<file path="src/rtl/mips_multicycle_core.sv">
// ----------------------------------------------------------------------------
// mips_multicycle_core
//   Multi-cycle MIPS32 integer core. One FSM steps each instruction through
//   FETCH / DECODE / EXEC / MEM / WB and shares a single memory port, with a
//   req/ready handshake, between instruction fetch and lw/sw. Any memory
//   latency is absorbed by waiting in FETCH or MEM.
//
//   Supported: add sub and or slt jr addi lw sw beq j jal.
//   Any other opcode/funct, or a misaligned lw/sw, halts the core with
//   illegal=1 until rst.
//
// Parameters
//   RESET_PC   PC loaded on reset (word aligned)
//   ADDR_W     width of pc and mem_addr (byte address, upper bits dropped)
//
// Ports
//   clk, rst        clock, synchronous active-high reset
//   mem_req/we      access request (held until mem_ready), 1 = store
//   mem_addr        word-aligned byte address of the access
//   mem_wdata       store data
//   mem_rdata       load/fetch data, taken when req & ready & !we
//   mem_ready       completes the access in any cycle where req is high
//   pc              address of the next instruction to fetch
//   retire          one-cycle pulse in the last cycle of each instruction
//   halted/illegal  sticky stop flags, cleared only by rst
// ----------------------------------------------------------------------------
module mips_multicycle_core #(
    parameter logic [31:0] RESET_PC = 32'h0000_0000,
    parameter int          ADDR_W   = 32
) (
    input  logic              clk,
    input  logic              rst,
    output logic              mem_req,
    output logic              mem_we,
    output logic [ADDR_W-1:0] mem_addr,
    output logic [31:0]       mem_wdata,
    input  logic [31:0]       mem_rdata,
    input  logic              mem_ready,
    output logic [ADDR_W-1:0] pc,
    output logic              retire,
    output logic              halted,
    output logic              illegal
);

    typedef enum logic [2:0] {
        S_FETCH, S_DECODE, S_EXEC, S_MEM, S_WB, S_HALT
    } state_t;

    localparam logic [5:0] OP_RTYPE = 6'h00;
    localparam logic [5:0] OP_J     = 6'h02;
    localparam logic [5:0] OP_JAL   = 6'h03;
    localparam logic [5:0] OP_BEQ   = 6'h04;
    localparam logic [5:0] OP_ADDI  = 6'h08;
    localparam logic [5:0] OP_LW    = 6'h23;
    localparam logic [5:0] OP_SW    = 6'h2B;

    localparam logic [5:0] F_JR  = 6'h08;
    localparam logic [5:0] F_ADD = 6'h20;
    localparam logic [5:0] F_SUB = 6'h22;
    localparam logic [5:0] F_AND = 6'h24;
    localparam logic [5:0] F_OR  = 6'h25;
    localparam logic [5:0] F_SLT = 6'h2A;

    state_t            state_reg;
    logic [ADDR_W-1:0] pc_reg;
    logic [31:0]       ir_reg, a_reg, b_reg, alu_out_reg, mdr_reg;
    logic              mem_req_reg, mem_we_reg;
    logic [ADDR_W-1:0] mem_addr_reg;
    logic [31:0]       mem_wdata_reg;
    logic              halted_reg, illegal_reg;

    logic [31:0] regs [32];

    // ------------------------------------------------------------------
    // Instruction fields and decode (IR is stable from DECODE onwards)
    // ------------------------------------------------------------------
    logic [5:0]  opcode, funct;
    logic [4:0]  rs_idx, rt_idx, rd_idx;
    logic [31:0] simm;
    logic        is_rtype, is_jr, is_ralu, is_addi, is_lw, is_sw, is_beq, is_j, is_jal;
    logic        legal;

    assign opcode = ir_reg[31:26];
    assign funct  = ir_reg[5:0];
    assign rs_idx = ir_reg[25:21];
    assign rt_idx = ir_reg[20:16];
    assign rd_idx = ir_reg[15:11];
    assign simm   = {{16{ir_reg[15]}}, ir_reg[15:0]};

    assign is_rtype = (opcode == OP_RTYPE);
    assign is_jr    = is_rtype && (funct == F_JR);
    assign is_ralu  = is_rtype && ((funct == F_ADD) || (funct == F_SUB) || (funct == F_AND) ||
                                   (funct == F_OR)  || (funct == F_SLT));
    assign is_addi  = (opcode == OP_ADDI);
    assign is_lw    = (opcode == OP_LW);
    assign is_sw    = (opcode == OP_SW);
    assign is_beq   = (opcode == OP_BEQ);
    assign is_j     = (opcode == OP_J);
    assign is_jal   = (opcode == OP_JAL);
    assign legal    = is_ralu | is_jr | is_addi | is_lw | is_sw | is_beq | is_j | is_jal;

    // ------------------------------------------------------------------
    // Address arithmetic. pc_reg already points past the current
    // instruction when these are used, so targets have no delay slot.
    // ------------------------------------------------------------------
    logic [31:0]       pc32, mem_ea;
    logic [ADDR_W-1:0] pc_plus4, jump_target, branch_target;

    assign pc32          = 32'(pc_reg);
    assign pc_plus4      = pc_reg + ADDR_W'(4);
    assign jump_target   = ADDR_W'({pc32[31:28], ir_reg[25:0], 2'b00});
    assign branch_target = ADDR_W'(pc32 + (simm << 2));
    assign mem_ea        = a_reg + simm;

    // ------------------------------------------------------------------
    // ALU for R-type and addi (wrapping arithmetic, signed slt)
    // ------------------------------------------------------------------
    logic [31:0] alu_result;

    always_comb begin
        alu_result = '0;
        if (is_addi) begin
            alu_result = a_reg + simm;
        end else begin
            case (funct)
                F_ADD:   alu_result = a_reg + b_reg;
                F_SUB:   alu_result = a_reg - b_reg;
                F_AND:   alu_result = a_reg & b_reg;
                F_OR:    alu_result = a_reg | b_reg;
                F_SLT:   alu_result = {31'b0, ($signed(a_reg) < $signed(b_reg))};
                default: alu_result = '0;
            endcase
        end
    end

    // ------------------------------------------------------------------
    // Register file: read into A/B in DECODE, written in WB or by jal
    // ------------------------------------------------------------------
    logic [31:0] rs_val, rt_val;
    logic        rf_we;
    logic [4:0]  rf_waddr;
    logic [31:0] rf_wdata;

    assign rs_val = (rs_idx == 5'd0) ? 32'd0 : regs[rs_idx];
    assign rt_val = (rt_idx == 5'd0) ? 32'd0 : regs[rt_idx];

    always_comb begin
        rf_we    = 1'b0;
        rf_waddr = '0;
        rf_wdata = '0;
        if (state_reg == S_WB) begin
            rf_we = 1'b1;
            if (is_rtype) begin
                rf_waddr = rd_idx;
                rf_wdata = alu_out_reg;
            end else begin
                rf_waddr = rt_idx;
                rf_wdata = is_lw ? mdr_reg : alu_out_reg;
            end
        end else if ((state_reg == S_DECODE) && is_jal) begin
            rf_we    = 1'b1;
            rf_waddr = 5'd31;
            rf_wdata = pc32;   // return address: pc was already advanced in FETCH
        end
    end

    always_ff @(posedge clk) begin
        if (rst) begin
            for (int i = 0; i < 32; i++) begin
                regs[i] <= '0;
            end
        end else if (rf_we && (rf_waddr != 5'd0)) begin
            regs[rf_waddr] <= rf_wdata;
        end
    end

    // ------------------------------------------------------------------
    // retire marks the final cycle of an instruction. A store only ends
    // when its memory access is accepted, so this cannot be registered.
    // ------------------------------------------------------------------
    always_comb begin
        retire = 1'b0;
        case (state_reg)
            S_DECODE: retire = is_j | is_jal;
            S_EXEC:   retire = is_beq | is_jr;
            S_MEM:    retire = is_sw & mem_req_reg & mem_ready;
            S_WB:     retire = 1'b1;
            default:  retire = 1'b0;
        endcase
        if (rst) begin
            retire = 1'b0;
        end
    end

    // ------------------------------------------------------------------
    // Main sequencer. Every transition back to FETCH raises mem_req with
    // the next fetch address in the same edge, so a zero-wait fetch takes
    // one cycle. Only the very first fetch after reset spends an extra
    // cycle issuing its request (mem_req comes out of reset low).
    // ------------------------------------------------------------------
    always_ff @(posedge clk) begin
        if (rst) begin
            state_reg     <= S_FETCH;
            pc_reg        <= ADDR_W'(RESET_PC);
            ir_reg        <= '0;
            a_reg         <= '0;
            b_reg         <= '0;
            alu_out_reg   <= '0;
            mdr_reg       <= '0;
            mem_req_reg   <= 1'b0;
            mem_we_reg    <= 1'b0;
            mem_addr_reg  <= '0;
            mem_wdata_reg <= '0;
            halted_reg    <= 1'b0;
            illegal_reg   <= 1'b0;
        end else begin
            case (state_reg)
                S_FETCH: begin
                    if (!mem_req_reg) begin
                        mem_req_reg  <= 1'b1;
                        mem_we_reg   <= 1'b0;
                        mem_addr_reg <= pc_reg;
                    end else if (mem_ready) begin
                        ir_reg      <= mem_rdata;
                        pc_reg      <= pc_plus4;
                        mem_req_reg <= 1'b0;
                        state_reg   <= S_DECODE;
                    end
                end

                S_DECODE: begin
                    a_reg <= rs_val;
                    b_reg <= rt_val;
                    if (is_j || is_jal) begin
                        pc_reg       <= jump_target;
                        mem_req_reg  <= 1'b1;
                        mem_we_reg   <= 1'b0;
                        mem_addr_reg <= jump_target;
                        state_reg    <= S_FETCH;
                    end else if (!legal) begin
                        halted_reg  <= 1'b1;
                        illegal_reg <= 1'b1;
                        state_reg   <= S_HALT;
                    end else begin
                        state_reg <= S_EXEC;
                    end
                end

                S_EXEC: begin
                    if (is_lw || is_sw) begin
                        alu_out_reg <= mem_ea;
                        if (mem_ea[1:0] != 2'b00) begin
                            halted_reg  <= 1'b1;
                            illegal_reg <= 1'b1;
                            state_reg   <= S_HALT;
                        end else begin
                            mem_req_reg   <= 1'b1;
                            mem_we_reg    <= is_sw;
                            mem_addr_reg  <= ADDR_W'(mem_ea);
                            mem_wdata_reg <= b_reg;
                            state_reg     <= S_MEM;
                        end
                    end else if (is_beq) begin
                        mem_req_reg <= 1'b1;
                        mem_we_reg  <= 1'b0;
                        state_reg   <= S_FETCH;
                        if (a_reg == b_reg) begin
                            pc_reg       <= branch_target;
                            mem_addr_reg <= branch_target;
                        end else begin
                            mem_addr_reg <= pc_reg;
                        end
                    end else if (is_jr) begin
                        pc_reg       <= ADDR_W'(a_reg);
                        mem_req_reg  <= 1'b1;
                        mem_we_reg   <= 1'b0;
                        mem_addr_reg <= ADDR_W'(a_reg);
                        state_reg    <= S_FETCH;
                    end else begin
                        alu_out_reg <= alu_result;
                        state_reg   <= S_WB;
                    end
                end

                S_MEM: begin
                    if (mem_ready) begin
                        if (is_sw) begin
                            // store done: chain straight into the next fetch
                            mem_we_reg   <= 1'b0;
                            mem_addr_reg <= pc_reg;
                            state_reg    <= S_FETCH;
                        end else begin
                            mdr_reg     <= mem_rdata;
                            mem_req_reg <= 1'b0;
                            state_reg   <= S_WB;
                        end
                    end
                end

                S_WB: begin
                    mem_req_reg  <= 1'b1;
                    mem_we_reg   <= 1'b0;
                    mem_addr_reg <= pc_reg;
                    state_reg    <= S_FETCH;
                end

                S_HALT: begin
                    mem_req_reg <= 1'b0;
                end

                default: begin
                    state_reg <= S_HALT;
                end
            endcase
        end
    end

    assign mem_req   = mem_req_reg;
    assign mem_we    = mem_we_reg;
    assign mem_addr  = mem_addr_reg;
    assign mem_wdata = mem_wdata_reg;
    assign pc        = pc_reg;
    assign halted    = halted_reg;
    assign illegal   = illegal_reg;

endmodule

</file>
<file path="config.mk">
export PLATFORM = sky130hd
export DESIGN_NAME = mips_multicycle_core
export DESIGN_NICKNAME = d
export VERILOG_FILES = /design/src/rtl/mips_multicycle_core.sv
export SDC_FILE = /design/constraint.sdc
export NUM_CORES = 2
export LEC_CHECK = 0
export BUFFER_PORTS_ARGS = -buffer_cell sky130_fd_sc_hd__buf_2
export CORE_MARGIN = 1
export CORE_UTILIZATION = 50
export DETAILED_ROUTE_END_ITERATION = 16
export HOLD_SLACK_MARGIN = 0.12
export PLACE_DENSITY = 0.66
export SKIP_CTS_REPAIR_TIMING = 1
export SLEW_MARGIN = 15
export SYNTH_ARGS = -nofsm -noshare
export SYNTH_HDL_FRONTEND = slang
export SYNTH_SLANG_ARGS = --single-unit
</file>
<file path="constraint.sdc">
create_clock -name clk -period 8.1 [get_ports clk]
set_input_delay 2.025 -clock clk [delete_from_list [all_inputs] [get_ports clk]]
set_output_delay 2.025 -clock clk [all_outputs]
set_load 0.01 [all_outputs]
</file>
Word-level counts from Yosys, hierarchy flattened
Memories as Yosys holds them, arrays and structs flattened. A register that Yosys moved wholly into a read port is not among the register bits.
Index checks and enable logic that the tools add are counted.
W data, S select, Z words.
{"block": "classes", "addsub": 5, "order_cmp": 1, "eq_ne": 35, "n_mux": 80, "n_bitwise": 17, "n_reduce_logical": 32}
{"operator": "$mux W32", "n": 23}
{"operator": "$pmux W32 S5", "n": 2}
{"operator": "$add A32 B32 Y32", "n": 3}
{"operator": "$pmux W32 S3", "n": 1}
{"operator": "$eq A6 B6 Y1 const B", "n": 7}
{"operator": "$mux W5", "n": 8}
{"operator": "$add A32 B3 Y32 const B", "n": 1}
{"operator": "$and A32 B32 Y32", "n": 1}
{"operator": "$eq A32 B32 Y1", "n": 1}
{"operator": "$lt A32 B32 Y1", "n": 1}
{"operator": "$or A32 B32 Y32", "n": 1}
{"operator": "$reduce_or A32 Y1", "n": 1}
{"operator": "$sub A32 B32 Y32", "n": 1}
{"operator": "$mux W1", "n": 30}
{"operator": "$mux W3", "n": 10}
{"operator": "$mux W28", "n": 1}
{"operator": "$ne A2 B2 Y1 const B", "n": 11}
{"operator": "$pmux W3 S6", "n": 1}
{"operator": "$reduce_and A6 Y1", "n": 3}
{"operator": "$eq A6 B2 Y1 const B", "n": 2}
{"operator": "$eq A6 B4 Y1 const B", "n": 2}
{"operator": "$reduce_and A3 Y1", "n": 4}
{"operator": "$logic_not A5 Y1", "n": 2}
{"operator": "$reduce_bool A5 Y1", "n": 2}
{"operator": "other kinds (24)", "n": 51}
{"block": "word_totals", "register_bits": 262, "ram_bits": 1024, "in_bits": 35, "out_inout_bits": 101, "elab_cells": 184, "n_memories": 1}
{"name": "regs", "depth": 32, "width": 32, "read_ports": 2, "rd_ports_with_merged_regs": 2, "wr": 32, "line_no": "72", "source": "logic [31:0] regs [32];"}

Longest topological paths before layout
{"block": "depth", "ltp_word": 16, "mapped_depth": 15}

Least setup slack after synthesis
No wires, ideal clock.
{"block": "synth_timing", "path_type": "input -> output", "start": "input rst", "end": "output retire", "t_arrival_ns": 3.074, "required_time_ns": 6.075, "slack_ns": 3.001, "cell_stages": 4, "cell_sequence": "clkbuf_1 -> clkbuf_1 -> clkbuf_1 -> nor3_1"}
{"block": "synth_between", "elab_chain_cells": 1}
{"item": "start, declared", "line_no": "32", "source": "input logic rst,"}
{"item": "$mux W1", "line_no": "190", "source": "if (rst) begin"}
{"item": "end, declared", "line_no": "40", "source": "output logic retire,"}
Every way passes these cells.

Final worst setup path
{"block": "layout_timing", "start": "register ir_reg[31]", "end": "output retire"}
{"block": "layout_between", "elab_chain_cells": 5, "word_cells_on_any_way": 12}
{"item": "start, declared", "line_no": "66", "source": "logic [31:0] ir_reg, a_reg, b_reg, alu_out_reg, mdr_reg;"}
{"item": "start signal, assigned", "line_no": "224", "source": "ir_reg <= mem_rdata;"}
{"item": "$eq A6 B6 Y1 or $logic_not A6 Y1 (tied branches)", "line_no": "96, 90"}
{"item": "$and A1 B1 Y1 or $logic_and A1 B1 Y1 (tied branches)", "line_no": "186, 91"}
{"item": "$and A1 B1 Y1 or $or A1 B1 Y1 (tied branches)", "line_no": "186, 185"}
{"item": "$pmux W1 S4 *", "line_no": "183", "source": "case (state_reg)"}
{"item": "$mux W1 *", "line_no": "190"}
Mark *: on every way between the ends. The rest lies on a longest branch, timed or not.

==> results.txt <==
----------------------------------------------------
[Run status]
  Result of the run ... finished, final reports clean

[Power and ir drop]
  Pwr Total ... 17,900 uW
  Pwr Density ... 226 nW/um^2
  Worst IR Drop VDD ... 0.247 mV
  Leakage power figure ... 0.0257 uW

[Synthesis]
  Mapped Area ... 71,800 sq um
  Share of the synthesized area in the top cell type ... 42.8%
  Most area-consuming cells after synthesis ... sky130_fd_sc_hd__edfxtp_1 (43%), sky130_fd_sc_hd__mux4_2 (20%), sky130_fd_sc_hd__dfxtp_1 (7.6%), sky130_fd_sc_hd__nor2_1 (7.0%), sky130_fd_sc_hd__a21oi_1 (2.9%)
  Flip-flop cell with the highest count after synthesis ... sky130_fd_sc_hd__edfxtp_1
  Yosys warning count ... 0
  Register bit total from synthesis ... 1,296
  Mapped Avg Cell Area ... 11.9 sq um
  Async set-reset flop share out of synthesis ... 0%
  Count of flip-flops with a built-in enable after synthesis ... 1,024
  Number of distinct standard cells referenced by the synthesized netlist ... 91
  Post-synthesis instance total ... 6,037
  Post-synthesis sequential area ratio ... 50.4%
  Synth area leader ... sky130_fd_sc_hd__edfxtp_1

[Critical path]
  Critical path's largest stage delay ... 510 ps
  Ordered list of cells on the worst path ... nor3_2, and3_2, buf_4, a31oi_1, nor2_1, a211oi_1, nor3_1, buf_2
  Required time at the worst-slack endpoint ... 6080 ps
  Critical-path maximum fanout ... 52
  Slowest cell on the critical path ... sky130_fd_sc_hd__buf_4
  Count of buffer and inverter cells on the critical path ... 2
  Sort of element at the end of the critical path ... output pin
  Critical path startpoint category ... flop
  Category of cells accounting for the largest share of critical-path delay ... simple AND/OR/NAND/NOR gates
  Worst endpoint data arrival time ... 3590 ps
  Crit Path Category ... reg -> out

[Cells and area]
  Layout cells sized above 1 ... 21.0%
  Synthesis-to-finish area growth ... 10.2%
  Number of flip-flops in the largest register ... 1,024
  Top register by number of flip-flops ... regs
  Cell Count, Final, Fillers Out ... 7,923
  Nets ... 6,106

[STA]
  Period Utilization, post-route ... 69.3%
  Clock tree skew after final layout ... 31.5 ps
  Worst slew margin relative to its limit ... 10.2%
  Slew Viols, Final ... 0
  Total Neg Setup Slack ... 0 ps
  Worst slew pin tran ... 1340 ps
  Unrepaired setup endpoints after global routing ... false
  Finish-stage setup viols ... 0
  Hold violation count in the final report ... 0
  Top achievable clock speed ... 178 MHz
  Worst hold margin ... 453 ps
  Final critical-path required period ... 5610 ps

[Clocking]
  Cts bufs inserted ... 143
  Deepest level of the CTS H-tree ... 4
  Largest buffer count on any clock path ... 3
  CTS tree ... built
  Clock insertion delay at the later pin of the skew report ... 800 ps
  Clock Root Buffer ... sky130_fd_sc_hd__clkbuf_16
  Num Clock Sinks ... 1,296
  Clock transition at path regs ... 70 ps

[Global route]
  Total congestion overflow after global routing ... 0
  Number of global-route vias before repair ... 50.7k
  Global Route Usage Sum ... 35.8%
  Number of antenna violations at the first check in global routing ... 14
  Largest net degree at the start of global routing ... 124
  First-pass GRT wire length ... 369,000 um

[Floorplan]
  Cell row count ... 138
  Overall die area ... 145,000 sq um
  Starting density of the core ... 50.6%
  Area of the core region ... 142,000 sq um
  Top-level port count ... 136
  Horizontal extent of the die ... 381 um
  Die Height ... 381 um

[Route]
  Number of iterations in the first detailed-routing pass ... 6
  Vias per std cell ... 6.87
  Residual DRC count ... 0
  First-iteration detailed-routing DRC count ... 8,886
  Routed wirelength normalized by instance count ... 33.1 um
  Vias ... 54.4k
  Overall routed net length ... 263,000 um
  Post-detailed-route count of antenna-violating nets ... 0

[Placed design]
  Half-perimeter wire length after detailed placement ... 180,000 um
  Number of buffer cells added on primary ports ... 135
  Cell count after placement ... 7,655
  RePlAce Congestion ... 1.02

[Run]
  Max-cap violations ... 0

[Hold path]
  Path type of the worst min-delay path ... reg -> reg

----------------------------------------------------
-- Yosys cell counts (9+ instances only) --
cell type and n:
sky130_fd_sc_hd__edfxtp_1 1024, sky130_fd_sc_hd__nand4_1 24, sky130_fd_sc_hd__o221ai_1 19, sky130_fd_sc_hd__a21oi_1 411, sky130_fd_sc_hd__a211oi_1 45, sky130_fd_sc_hd__a311oi_1 19
sky130_fd_sc_hd__ha_1 157, sky130_fd_sc_hd__and3_1 22, sky130_fd_sc_hd__mux4_2 640, sky130_fd_sc_hd__o21a_1 12, sky130_fd_sc_hd__o211ai_1 40, sky130_fd_sc_hd__nor2_1 1339
sky130_fd_sc_hd__a221o_1 10, sky130_fd_sc_hd__nand2b_1 17, sky130_fd_sc_hd__xor2_1 32, sky130_fd_sc_hd__o21ai_0 132, sky130_fd_sc_hd__o21ai_1 26, sky130_fd_sc_hd__buf_1 74
sky130_fd_sc_hd__nor3b_1 9, sky130_fd_sc_hd__a221oi_1 46, sky130_fd_sc_hd__or3_1 16, sky130_fd_sc_hd__clkbuf_1 470, sky130_fd_sc_hd__o31ai_1 15, sky130_fd_sc_hd__nand3_1 52
sky130_fd_sc_hd__nor3_1 46, sky130_fd_sc_hd__nand2_1 474, sky130_fd_sc_hd__dfxtp_1 272, sky130_fd_sc_hd__nor2b_1 28, sky130_fd_sc_hd__o21bai_1 28, sky130_fd_sc_hd__a21o_1 46
sky130_fd_sc_hd__o211a_1 11, sky130_fd_sc_hd__mux2i_1 78, sky130_fd_sc_hd__nor4_1 14, sky130_fd_sc_hd__a222oi_1 14, sky130_fd_sc_hd__xnor2_1 61, sky130_fd_sc_hd__o22ai_1 22
sky130_fd_sc_hd__inv_1 110, sky130_fd_sc_hd__a31oi_1 27, sky130_fd_sc_hd__a22oi_1 26
-- worst register-to-register path, stage by stage, from the launching register on --
cell                      delay [ps]
sky130_fd_sc_hd__dfxtp_1         400
sky130_fd_sc_hd__or2_2           390
sky130_fd_sc_hd__nor3b_4         510
sky130_fd_sc_hd__mux2i_1         460
sky130_fd_sc_hd__nand2_1         230
sky130_fd_sc_hd__nor4_4         1170
sky130_fd_sc_hd__nand2_2         840
sky130_fd_sc_hd__nand2_2         960
-- area by class of cell --
type | count | area, sq um
inverter | 110 | 413
clock buffer | 183 | 3940
timing repair buffer | 255 | 1700
fill | 11760 | 62800
sequential | 1296 | 36200
clock inverter | 81 | 796
tap | 1890 | 2360
antenna | 4 | 10.0
multi-input combinational | 4104 | 33600
-- metal layers --
| metal | global-route usage (%) | part of all wire [%] | up-vias |
|---|---|---|---|
| met1 | 47.2 | 35 | 27414 |
| met2 | 51.1 | 42 | 4051 |
| met4 | 19.6 | 6.7 | 6 |
| met3 | 13.3 | 15 | 603 |
| li1 | - | - | 22363 |
| met5 | 0 | 0.013 | - |
-- layout by cell type (no fill, tap or decap), drive strengths merged, types with 27 or more instances in the layout --
cell type and n:
a211oi 45, a21oi 412, clkinv 61, nand2 474, a221oi 47, xnor2 61, nand3 53, nor3 47
conb 32, xor2 32, edfxtp 1024, o21bai 28, dfxtp 272, nor2 1340, ha 157, mux2i 78
inv 117, a21o 46, clkbuf 183, o21ai 159, mux4 640, buf 255, o211ai 43, nor2b 28
a31oi 27
-- power breakdown --
part | total (uW) | switching (uW) | internal (uW)
combinational | 3410 | 2150 | 1260
sequential | 7820 | 365 | 7450
clock | 6660 | 2820 | 3840
total | 17900 | 5340 | 12500
-- kinds of logic (layout without fill, tap and decap cells) --
group           count (synthesis)  count (layout)  synth area share (%)
other cells                     1              36               0.00522
xor+xnor                       93              93                  1.13
simple gates                 2092            2092                  11.9
fa+ha+maj                     161             161                  2.85
mux                           719             719                  21.2
compound gates               1007            1007                  8.94
buf+inv                       668             629                  3.56
flops                        1296            1296                  50.4
-- worst paths after layout --
path	from	end	slack [ps]	cells after the start
hold reg to reg	mem_wdata[0]$_SDFFE_PP0P_	mem_wdata[0]$_SDFFE_PP0P_	450	2
setup reg to reg	ir_reg[29]$_SDFFE_PP0P_	regs[4][27]$_SDFFCE_PN0P_	2740	7
setup / recovery	ir_reg[31]$_SDFFE_PP0P_	retire	2490	8
hold / removal	mem_wdata[0]$_SDFFE_PP0P_	mem_wdata[0]$_SDFFE_PP0P_	450	2
-- per-stage QoR --
| stage | instance area [sq um] | util [%] | worst slack [ps] |
|---|---|---|---|
| after floorplan | 71900 | - | 3000 |
| after global placement | 74300 | 52.4 | 2630 |
| after detailed placement | 74300 | 52.4 | 2550 |
| after CTS | 79100 | 55.7 | 2600 |
| after global routing | 79100 | 55.7 | 2380 |
| final | 79100 | 55.7 | 2490 |
Power figures use the tool's default switching activity.
